==> src/rtl/pipe_hazard_ctrl_if.sv <==
// pipe_hazard_ctrl_if: decode-side hazard inputs and per-stage pipeline controls
interface pipe_hazard_ctrl_if #(
  parameter int NUM_STAGES = 5,
  parameter int REG_ADDR_W = 5,
  parameter int CNT_W = 16
);
  localparam int SW = $clog2(NUM_STAGES);
  logic fetch_valid;
  logic [REG_ADDR_W-1:0] dec_rs1, dec_rs2, dec_rd;
  logic dec_rs1_used, dec_rs2_used, dec_reg_wr, dec_is_load;
  logic redirect, ext_stall;
  logic [NUM_STAGES-1:0] stall, flush, stage_valid;
  logic [SW-1:0] fwd_rs1_sel, fwd_rs2_sel;
  logic [CNT_W-1:0] stall_cnt, flush_cnt;
  modport master (
    output fetch_valid, dec_rs1, dec_rs2, dec_rs1_used, dec_rs2_used, dec_rd,
           dec_reg_wr, dec_is_load, redirect, ext_stall,
    input  stall, flush, stage_valid, fwd_rs1_sel, fwd_rs2_sel, stall_cnt, flush_cnt
  );
  modport slave (
    input  fetch_valid, dec_rs1, dec_rs2, dec_rs1_used, dec_rs2_used, dec_rd,
           dec_reg_wr, dec_is_load, redirect, ext_stall,
    output stall, flush, stage_valid, fwd_rs1_sel, fwd_rs2_sel, stall_cnt, flush_cnt
  );
endinterface

==> src/rtl/pipe_hazard_ctrl.sv <==
// pipe_hazard_ctrl: stage valid tracking, forwarding selects, load-use and redirect control
module pipe_hazard_ctrl #(
  parameter int NUM_STAGES = 5,
  parameter int REG_ADDR_W = 5,
  parameter int REDIRECT_STAGE = 2,
  parameter int LOAD_READY_STAGE = 3,
  parameter int CNT_W = 16
) (
  input logic clk,
  input logic reset,
  pipe_hazard_ctrl_if.slave bus
);
  localparam int N = NUM_STAGES;
  localparam int SW = $clog2(NUM_STAGES);
  logic [N-1:0] v;
  logic [N-1:1] wr, ld;
  logic [REG_ADDR_W-1:0] rd [1:N-1];
  logic [SW-1:0] s1, s2;
  logic lu1, lu2, lu, redir;
  logic [CNT_W-1:0] sc, fc;
  // scan oldest to youngest so the youngest (smallest k) match wins
  always_comb begin
    s1 = '0;
    s2 = '0;
    lu1 = 1'b0;
    lu2 = 1'b0;
    for (int k = N-1; k >= 1; k--) begin
      if (v[k] && wr[k] && rd[k] == bus.dec_rs1 && bus.dec_rs1 != '0 && bus.dec_rs1_used) begin
        s1 = SW'(k);
        lu1 = ld[k] && k < LOAD_READY_STAGE;
      end
      if (v[k] && wr[k] && rd[k] == bus.dec_rs2 && bus.dec_rs2 != '0 && bus.dec_rs2_used) begin
        s2 = SW'(k);
        lu2 = ld[k] && k < LOAD_READY_STAGE;
      end
    end
  end
  assign redir = bus.redirect && v[REDIRECT_STAGE];
  assign lu = v[0] && (lu1 || lu2);
  assign bus.stall = bus.ext_stall ? '1 : N'(lu && !redir);
  assign bus.flush = bus.ext_stall ? '0 : redir ? N'((1 << (REDIRECT_STAGE+1)) - 1) : lu ? N'(2) : '0;
  assign bus.fwd_rs1_sel = s1;
  assign bus.fwd_rs2_sel = s2;
  assign bus.stage_valid = v;
  assign bus.stall_cnt = sc;
  assign bus.flush_cnt = fc;
  always_ff @(posedge clk or negedge reset) begin
    if (!reset) begin
      v <= '0;
      wr <= '0;
      ld <= '0;
      for (int k = 1; k < N; k++) rd[k] <= '0;
      sc <= '0;
      fc <= '0;
    end else if (!bus.ext_stall) begin
      for (int k = 2; k < N; k++) begin
        v[k] <= v[k-1];
        rd[k] <= rd[k-1];
        wr[k] <= wr[k-1];
        ld[k] <= ld[k-1];
      end
      if (lu && !redir) begin
        v[1] <= 1'b0;
        wr[1] <= 1'b0;
        ld[1] <= 1'b0;
        sc <= sc + CNT_W'(~&sc);
      end else begin
        v[0] <= bus.fetch_valid;
        v[1] <= v[0];
        rd[1] <= bus.dec_rd;
        wr[1] <= bus.dec_reg_wr;
        ld[1] <= bus.dec_is_load;
      end
      // redirect squashes the young entries after the normal shift above
      if (redir) begin
        for (int k = 0; k <= REDIRECT_STAGE; k++) v[k] <= 1'b0;
        fc <= fc + CNT_W'(~&fc);
      end
    end
  end
endmodule
==> src/flat_wrapper.sv <==
// flat-port wrapper written by rule: the top's interface ports become plain ports
module pipe_hazard_ctrl_flat 
#(
  parameter int NUM_STAGES = 5,
  parameter int REG_ADDR_W = 5,
  parameter int REDIRECT_STAGE = 2,
  parameter int LOAD_READY_STAGE = 3,
  parameter int CNT_W = 16
)
  (clk, reset, bus_fetch_valid, bus_dec_rs1, bus_dec_rs2, bus_dec_rs1_used, bus_dec_rs2_used, bus_dec_rd, bus_dec_reg_wr, bus_dec_is_load, bus_redirect, bus_ext_stall, bus_stall, bus_flush, bus_stage_valid, bus_fwd_rs1_sel, bus_fwd_rs2_sel, bus_stall_cnt, bus_flush_cnt);
  pipe_hazard_ctrl_if #(.NUM_STAGES(NUM_STAGES), .REG_ADDR_W(REG_ADDR_W), .CNT_W(CNT_W)) bus_i ();
  input logic clk;
  input logic reset;
  input wire logic [$bits(bus_i.fetch_valid)-1:0] bus_fetch_valid;
  input wire logic [$bits(bus_i.dec_rs1)-1:0] bus_dec_rs1;
  input wire logic [$bits(bus_i.dec_rs2)-1:0] bus_dec_rs2;
  input wire logic [$bits(bus_i.dec_rs1_used)-1:0] bus_dec_rs1_used;
  input wire logic [$bits(bus_i.dec_rs2_used)-1:0] bus_dec_rs2_used;
  input wire logic [$bits(bus_i.dec_rd)-1:0] bus_dec_rd;
  input wire logic [$bits(bus_i.dec_reg_wr)-1:0] bus_dec_reg_wr;
  input wire logic [$bits(bus_i.dec_is_load)-1:0] bus_dec_is_load;
  input wire logic [$bits(bus_i.redirect)-1:0] bus_redirect;
  input wire logic [$bits(bus_i.ext_stall)-1:0] bus_ext_stall;
  output wire logic [$bits(bus_i.stall)-1:0] bus_stall;
  output wire logic [$bits(bus_i.flush)-1:0] bus_flush;
  output wire logic [$bits(bus_i.stage_valid)-1:0] bus_stage_valid;
  output wire logic [$bits(bus_i.fwd_rs1_sel)-1:0] bus_fwd_rs1_sel;
  output wire logic [$bits(bus_i.fwd_rs2_sel)-1:0] bus_fwd_rs2_sel;
  output wire logic [$bits(bus_i.stall_cnt)-1:0] bus_stall_cnt;
  output wire logic [$bits(bus_i.flush_cnt)-1:0] bus_flush_cnt;
  assign bus_i.fetch_valid = bus_fetch_valid;
  assign bus_i.dec_rs1 = bus_dec_rs1;
  assign bus_i.dec_rs2 = bus_dec_rs2;
  assign bus_i.dec_rs1_used = bus_dec_rs1_used;
  assign bus_i.dec_rs2_used = bus_dec_rs2_used;
  assign bus_i.dec_rd = bus_dec_rd;
  assign bus_i.dec_reg_wr = bus_dec_reg_wr;
  assign bus_i.dec_is_load = bus_dec_is_load;
  assign bus_i.redirect = bus_redirect;
  assign bus_i.ext_stall = bus_ext_stall;
  assign bus_stall = bus_i.stall;
  assign bus_flush = bus_i.flush;
  assign bus_stage_valid = bus_i.stage_valid;
  assign bus_fwd_rs1_sel = bus_i.fwd_rs1_sel;
  assign bus_fwd_rs2_sel = bus_i.fwd_rs2_sel;
  assign bus_stall_cnt = bus_i.stall_cnt;
  assign bus_flush_cnt = bus_i.flush_cnt;
  pipe_hazard_ctrl #(.NUM_STAGES(NUM_STAGES), .REG_ADDR_W(REG_ADDR_W), .REDIRECT_STAGE(REDIRECT_STAGE), .LOAD_READY_STAGE(LOAD_READY_STAGE), .CNT_W(CNT_W)) u_core (.clk(clk), .reset(reset), .bus(bus_i));
endmodule
==> config.mk <==
export PLATFORM = sky130hd
export DESIGN_NAME = pipe_hazard_ctrl_flat
export DESIGN_NICKNAME = d
export VERILOG_FILES = /design/src/rtl/pipe_hazard_ctrl_if.sv /design/src/rtl/pipe_hazard_ctrl.sv /design/src/flat_wrapper.sv
export SDC_FILE = /design/constraint.sdc
export NUM_CORES = 1
export LEC_CHECK = 0
export ABC_AREA = 1
export CAP_MARGIN = 20
export CELL_PAD_IN_SITES_DETAIL_PLACEMENT = 0
export CELL_PAD_IN_SITES_GLOBAL_PLACEMENT = 2
export CORE_MARGIN = 2
export CORE_UTILIZATION = 30
export CTS_CLUSTER_DIAMETER = 100
export DETAILED_ROUTE_END_ITERATION = 12
export GPL_TIMING_DRIVEN = 0
export PLACE_DENSITY = 0.82
export SLEW_MARGIN = 20
export SYNTH_ARGS = -nofsm -noshare
export SYNTH_HDL_FRONTEND = slang
export SYNTH_SLANG_ARGS = --single-unit
==> constraint.sdc <==
create_clock -name clk -period 3.1 [get_ports clk]
set_input_delay 0.62 -clock clk [delete_from_list [all_inputs] [get_ports clk]]
set_output_delay 0.62 -clock clk [all_outputs]
set_load 0.1 [all_outputs]
# Yosys cells after proc, flatten, opt, wreduce, memory -nomap -nowiden
# Index checks and enable logic that the tools add are counted.
classes:
  add_sub_neg: 2
  mul: 0
  div: 0
  order_cmp: 0
  n_eq_ne: 9
  shifts: 0
  mux: 21
  n_bitwise: 2
  reduce_logical: 43
op_table:
  columns: ["op", "count"]
  rows:
  - ["equality test 5 bit", 8]
  - ["adder 16 x 1 -> 16 bit", 2]
  - ["AND reduction 16 bit", 2]
  - ["logical AND 1 bit", 31]
  - ["two-way mux 3 bit", 9]
  - ["two-way mux 5 bit", 3]
  - ["nonzero test 5 bit", 2]
  - ["two-way mux 1 bit", 8]
  - ["AND reduction 2 bit", 4]
  - ["zero test 1 bit", 3]
  - ["two-way mux 2 bit", 1]
  - ["!= test 2 x 1 -> 1 bit, second input constant", 1]
  - ["inverter 1 bit", 2]
  - ["logical OR 1 bit", 1]
word_totals:
  reg_bits: 63
  latchBits: 0
  ram_bits: 0
  romBits: 0
  input_bits: 24
  output_inout_bits: 53
  elab_cells: 87
  mem_count: 0

# Depth between registers and ports, before layout
logic_depth:
  ltp_word: 11
  depth_mapped: 15
  depth_no_buf: 14

# Least setup slack after synthesis
# No wires, ideal clock.
synth_timing:
  path_kind: "reg2out"
  from: "reg u_core.v[4], in the netlist u_core.bus.stage_valid[4]"
  to: "out bus_fwd_rs1_sel[2]"
  arrival_ns: 4.225
  required_ns: 2.480
  setup_slack_ns: -1.745
  stages_incl_launch_ff: 5
  path_buffers: 0
  path_cell_list: "dfrtp_1 nand2_1 nor3_1 nand4_1 nor4_1"
synth_via:
  elab_chain_cells: 8
synth_rtl:
  columns: ["item", "line_no", "text"]
  rows:
  - ["start, declared", "pipe_hazard_ctrl.sv:15", "logic [N-1:0] v;"]
  - ["start signal, assigned by index", "pipe_hazard_ctrl.sv:57", "v[k] <= v[k-1];"]
  - ["logical AND 1 bit (4 in a row)", "pipe_hazard_ctrl.sv:28", "if (v[k] && wr[k] && rd[k] == bus.dec_rs1 && bus.dec_rs1 != '0 && bus.dec_rs1_used) begin"]
  - ["two-way mux 3 bit (4 in a row)", "pipe_hazard_ctrl.sv:28", null]
  - ["end, declared", "flat_wrapper.sv:27", "output wire logic [$bits(bus_i.fwd_rs1_sel)-1:0] bus_fwd_rs1_sel;"]
# No other way between the ends.

# Worst setup path in the final report
layout_timing:
  from: "in bus_dec_rs2_used"
  to: "out bus_stall[0]"
layout_via:
  elab_chain_cells: 7
  elab_cells_between_ends: 8
  classes_between: "3 x mux; 5 x reduce/logical"
layout_rtl:
  columns: ["item", "line_no", "text"]
  rows:
  - ["start, declared", "flat_wrapper.sv:18", "input wire logic [$bits(bus_i.dec_rs2_used)-1:0] bus_dec_rs2_used;"]
  - ["logical AND 1 bit", "pipe_hazard_ctrl.sv:32", "if (v[k] && wr[k] && rd[k] == bus.dec_rs2 && bus.dec_rs2 != '0 && bus.dec_rs2_used) begin"]
  - ["two-way mux 1 bit", "pipe_hazard_ctrl.sv:32", null]
  - ["two-way mux 1 bit (*)", "pipe_hazard_ctrl.sv:32", null]
  - ["logical OR 1 bit (*)", "pipe_hazard_ctrl.sv:39", "assign lu = v[0] && (lu1 || lu2);"]
  - ["logical AND 1 bit (*)", "pipe_hazard_ctrl.sv:39", null]
  - ["logical AND 1 bit (*)", "pipe_hazard_ctrl.sv:40", "assign bus.stall = bus.ext_stall ? '1 : N'(lu && !redir);"]
  - ["two-way mux 5 bit (*)", "pipe_hazard_ctrl.sv:40", null]
  - ["end, declared", "flat_wrapper.sv:24", "output wire logic [$bits(bus_i.stall)-1:0] bus_stall;"]
# Mark *: on every way between the ends. The rest lies on a longest branch, timed or not.

==> run_results.csv <==
group,metric,value,unit
place,dp_worst_setup_slack,-1.27,ns
grt,grt_pass1_vias,3622,
clock_network,cts_buffer_depth,2,
logic_synthesis,avgSynthCellArea,7.71,um^2
logic_synthesis,syn_inst,506,
place,gp_congestion,0.900,
logic_synthesis,ys_seq_area_frac,0.404,
critical_path,start_kind,"input pin",
critical_path,slowest_delay,0.50,ns
detailed_routing,vias,3614,
critical_path,critPathRequiredTime,2.48,ns
power,p_leak,0.00247,uW
die,rows,41,
finish,fin_nets,619,
sta,hold_violations,0,
sta,fin_ws,0.0903,ns
sta,period_needed,3.01,ns
logic_synthesis,syn_area,3900,um^2
logic_synthesis,synth-seq-cells,63,
sta,fin_crit_sh,0.971,
finish,drive_gt1_frac,0.155,
sta,slew_violations,0,
sta,skew,0.00702,ns
sta,max_clock_freq,332,MHz
finish,fin_area,5210,um^2
grt,antenna_found_initial,0,
detailed_routing,drt-total-wl,11200,um
die,core_area,12700,um^2
finish,utilization,0.411,
sta,relSlewSlack,0.327,
clock_network,htree_levels,3,
grt,grt_pass1_wl,18900,um
logic_synthesis,ys_top_cells_by_area,"dfrtp_1 40%, nand2_1 17%, xor2_1 5.4%, xnor2_1 4.9%, nand4_1 4.0%",
hold_path,hold_path_class,"in2async",
die,die_x,118,um
critical_path,crit_slowest_cell,"clkdlybuf4s50_1",
finish,regArea,1580,um^2
clock_network,cts_root_buf,"clkbuf_16",
logic_synthesis,synth_top_area_frac,0.404,
detailed_routing,ant_nets,0,
power,p_per_area,543,nW/um^2
detailed_routing,wire_per_inst,14.6,um
clock_network,cts_inserted_buffers,9,
sta,setup_viol,0,
critical_path,crit_chain,"clkdlybuf4s50_1 -> inv_1 -> nor2_1 -> nand3_1 -> nor2_2 -> nand2_2 -> nand2_1 -> nand2_2 -> nand2_4 -> nand2_4 -> nand3_4 -> nand2_8 -> buf_12",
finish,fill_cells,1341,
power,max-vdd-ir-drop,299,uV
critical_path,cp-end-kind,"output pin",
finish,area_growth,33.5,%
detailed_routing,drc,0,
critical_path,critPathBufInv,3,
flow_run,maxCapViolations,0,
place,dpl_cell_area,4870,um^2
clock_network,insertion_delay,0.33,ns
sta,tns,0,ns
clock_network,clk_pin_slew,0.05,ns
grt,grt_usage,0.169,
critical_path,path_max_fanout,7,
detailed_routing,dr.pass1.iters,4,
clock_network,postCtsHoldBufs,0,
sta,worstMarginPinSlew,1.01,ns
logic_synthesis,yosysTopAreaCell,"dfrtp_1",
critical_path,path_depth,13,
critical_path,cp_top_family,"simple AND/OR/NAND/NOR gates",
sta,rsz0062_at_grt,"yes",
status,status,"complete, no violations",
place,hpwl,8560,um
detailed_routing,drt_iter0_markers,189,
critical_path,crit_type,"in2out",
place,io_buffers,69,
die,die_y,118,um
die,initial_core_util,0.308,
grt,grt-ovfl-total,0,
logic_synthesis,synth_cell_types,39,
die,die-area,13900,um^2
power,p_total,2830,uW
detailed_routing,post_drt_via_cell_ratio,4.71,
logic_synthesis,yosysWarnings,0,
finish,diodes,0,
clock_network,clock-sinks,63,
finish,multi_input_comb_area,2080,um^2
critical_path,cp.arrival,2.39,ns
grt,grt_max_degree,46,
clock_network,cts_tree,"yes",
die,ios,77,
critical_path,reg2regPathDepth,13,
-- metrics by stage --
step           hold WS, ns  instances
2_1_floorplan        0.324        507
3_3_place_gp         0.468        748
3_5_place_dp         0.476        749
4_1_cts              0.175        765
5_1_grt              0.187        767
6_report             0.166        767
-- worst register-to-register path: stages (launching register included) --
cell and delay (ns):
dfrtp_1 0.43, nand2_1 0.08, nor2_1 0.15, nand4_1 0.11, or4_1 0.54, ha_1 0.23
ha_1 0.19, nand2_1 0.10, nor3_1 0.09, inv_2 0.06, nor2_1 0.06, nand3_1 0.08
xor2_1 0.15, inv_1 0.05
-- repair_timing --
| item | CTS | global route |
|---|---|---|
| pin swaps | 1 | 1 |
| gates resized for setup | 53 | 16 |
| endpoints found under the setup margin | 10 | 7 |
| gates cloned | 0 | 0 |
| setup buffers | 1 | 2 |
-- cells by family after synthesis --
family                     share of synthesized area
and+or+nand+nor                                0.357
buffers and inverters                         0.0793
AOI/OAI and AO/OA                             0.0427
other                                       0.000962
DFF                                            0.404
xor gates and xnor gates                       0.103
adders and majority gates                     0.0128
-- cell type report --
cell class / instances / share of cell area
buffer: 23 / 0.0312
clock buffer: 12 / 0.0493
clock inverter: 3 / 0.00817
inverter: 39 / 0.0281
multi-input combinational: 382 / 0.400
sequential: 63 / 0.303
tap: 172 / 0.0413
timing repair buffer: 73 / 0.139
-- layer usage --
| layer | vias to the layer above | GRT usage | share of wire |
|---|---|---|---|
| met1 | 1723 | 0.228 | 0.46 |
| met3 | 13 | 0.0334 | 0.041 |
| li1 | 1794 | - | - |
| met5 | - | 0 | 0 |
| met2 | 84 | 0.273 | 0.48 |
| met4 | 0 | 0.0550 | 0.017 |
-- worst paths after layout --
path | startpoint | to | slack (ns)
max | bus_dec_rs2_used | bus_stall[0] | 0.09
max reg2reg | u_core.bus.flush_cnt[7]$_DFFE_PN0P_ | u_core.bus.flush_cnt[14]$_DFFE_PN0P_ | 0.67
min | reset | u_core.bus.stall_cnt[13]$_DFFE_PN0P_ | 0.17
min reg2reg | u_core.wr[4]$_DFFE_PN0N_ | u_core.wr[4]$_DFFE_PN0N_ | 0.49
min in group clk | u_core.wr[4]$_DFFE_PN0N_ | u_core.wr[4]$_DFFE_PN0N_ | 0.49
max in group asynchronous | reset | u_core.bus.flush_cnt[0]$_DFFE_PN0P_ | 2.41
-- where the power goes --
| part | total (uW) | internal (uW) | switching [uW] | leakage (uW) |
|---|---|---|---|---|
| Clock | 1030 | 660 | 368 | 0.000145 |
| Sequential | 1000 | 902 | 99.0 | 0.000826 |
| Combinational | 797 | 213 | 584 | 0.00149 |
| Total | 2830 | 1780 | 1050 | 0.00247 |
-- flip-flops by register name, summed over array words and instances, names as in the netlist --
name,count
u_core.bus.flush_cnt,16
u_core.bus.stage_valid,5
u_core.bus.stall_cnt,16
u_core.ld,2
u_core.rd,20
u_core.wr,4
-- cells in the mapped netlist --
library cell	number
nand3_1	25
clkbuf_4	1
nor3_2	1
nor2_2	8
nor4_1	6
a21oi_1	2
nand3b_1	1
a21boi_0	1
o21a_1	1
dfrtp_1	63
o211ai_1	1
conb_1	1
a21oi_4	1
and3_1	1
nor2_4	2
clkbuf_1	6
nand3_2	1
nand3_4	1
clkinv_1	1
o22ai_1	3
inv_1	26
ha_1	4
nand4_1	25
nor3b_1	1
xor2_1	24
buf_4	11
or4_1	1
nor2_1	35
o21ai_0	18
nand2_2	6
o2111ai_1	1
nor3_1	8
nand2_1	175
nand2_4	4
inv_2	12
xnor2_1	22
buf_2	1
buf_6	4
nand4_4	1
-- placed cells by master, fill, tap and decap left out, types with 3 or more instances in the layout --
| cell | Yosys | layout |
|---|---|---|
| buf_2 | 1 | 5 |
| buf_4 | 11 | 15 |
| buf_6 | 4 | 4 |
| clkbuf_1 | 6 | 7 |
| clkbuf_16 | 0 | 9 |
| clkbuf_4 | 1 | 3 |
| clkdlybuf4s50_1 | 0 | 52 |
| dfrtp_1 | 63 | 63 |
| dlygate4sd2_1 | 0 | 5 |
| ha_1 | 4 | 4 |
| inv_1 | 26 | 26 |
| inv_2 | 12 | 12 |
| nand2_1 | 175 | 174 |
| nand2_2 | 6 | 6 |
| nand2_4 | 4 | 4 |
| nand3_1 | 25 | 25 |
| nand4_1 | 25 | 25 |
| nor2_1 | 35 | 30 |
| nor2_2 | 8 | 11 |
| nor2_4 | 2 | 4 |
| nor3_1 | 8 | 8 |
| nor4_1 | 6 | 4 |
| o21ai_0 | 18 | 17 |
| o22ai_1 | 3 | 3 |
| xnor2_1 | 22 | 22 |
| xor2_1 | 24 | 24 |
Note: power is estimated with default switching activity, not from simulation.
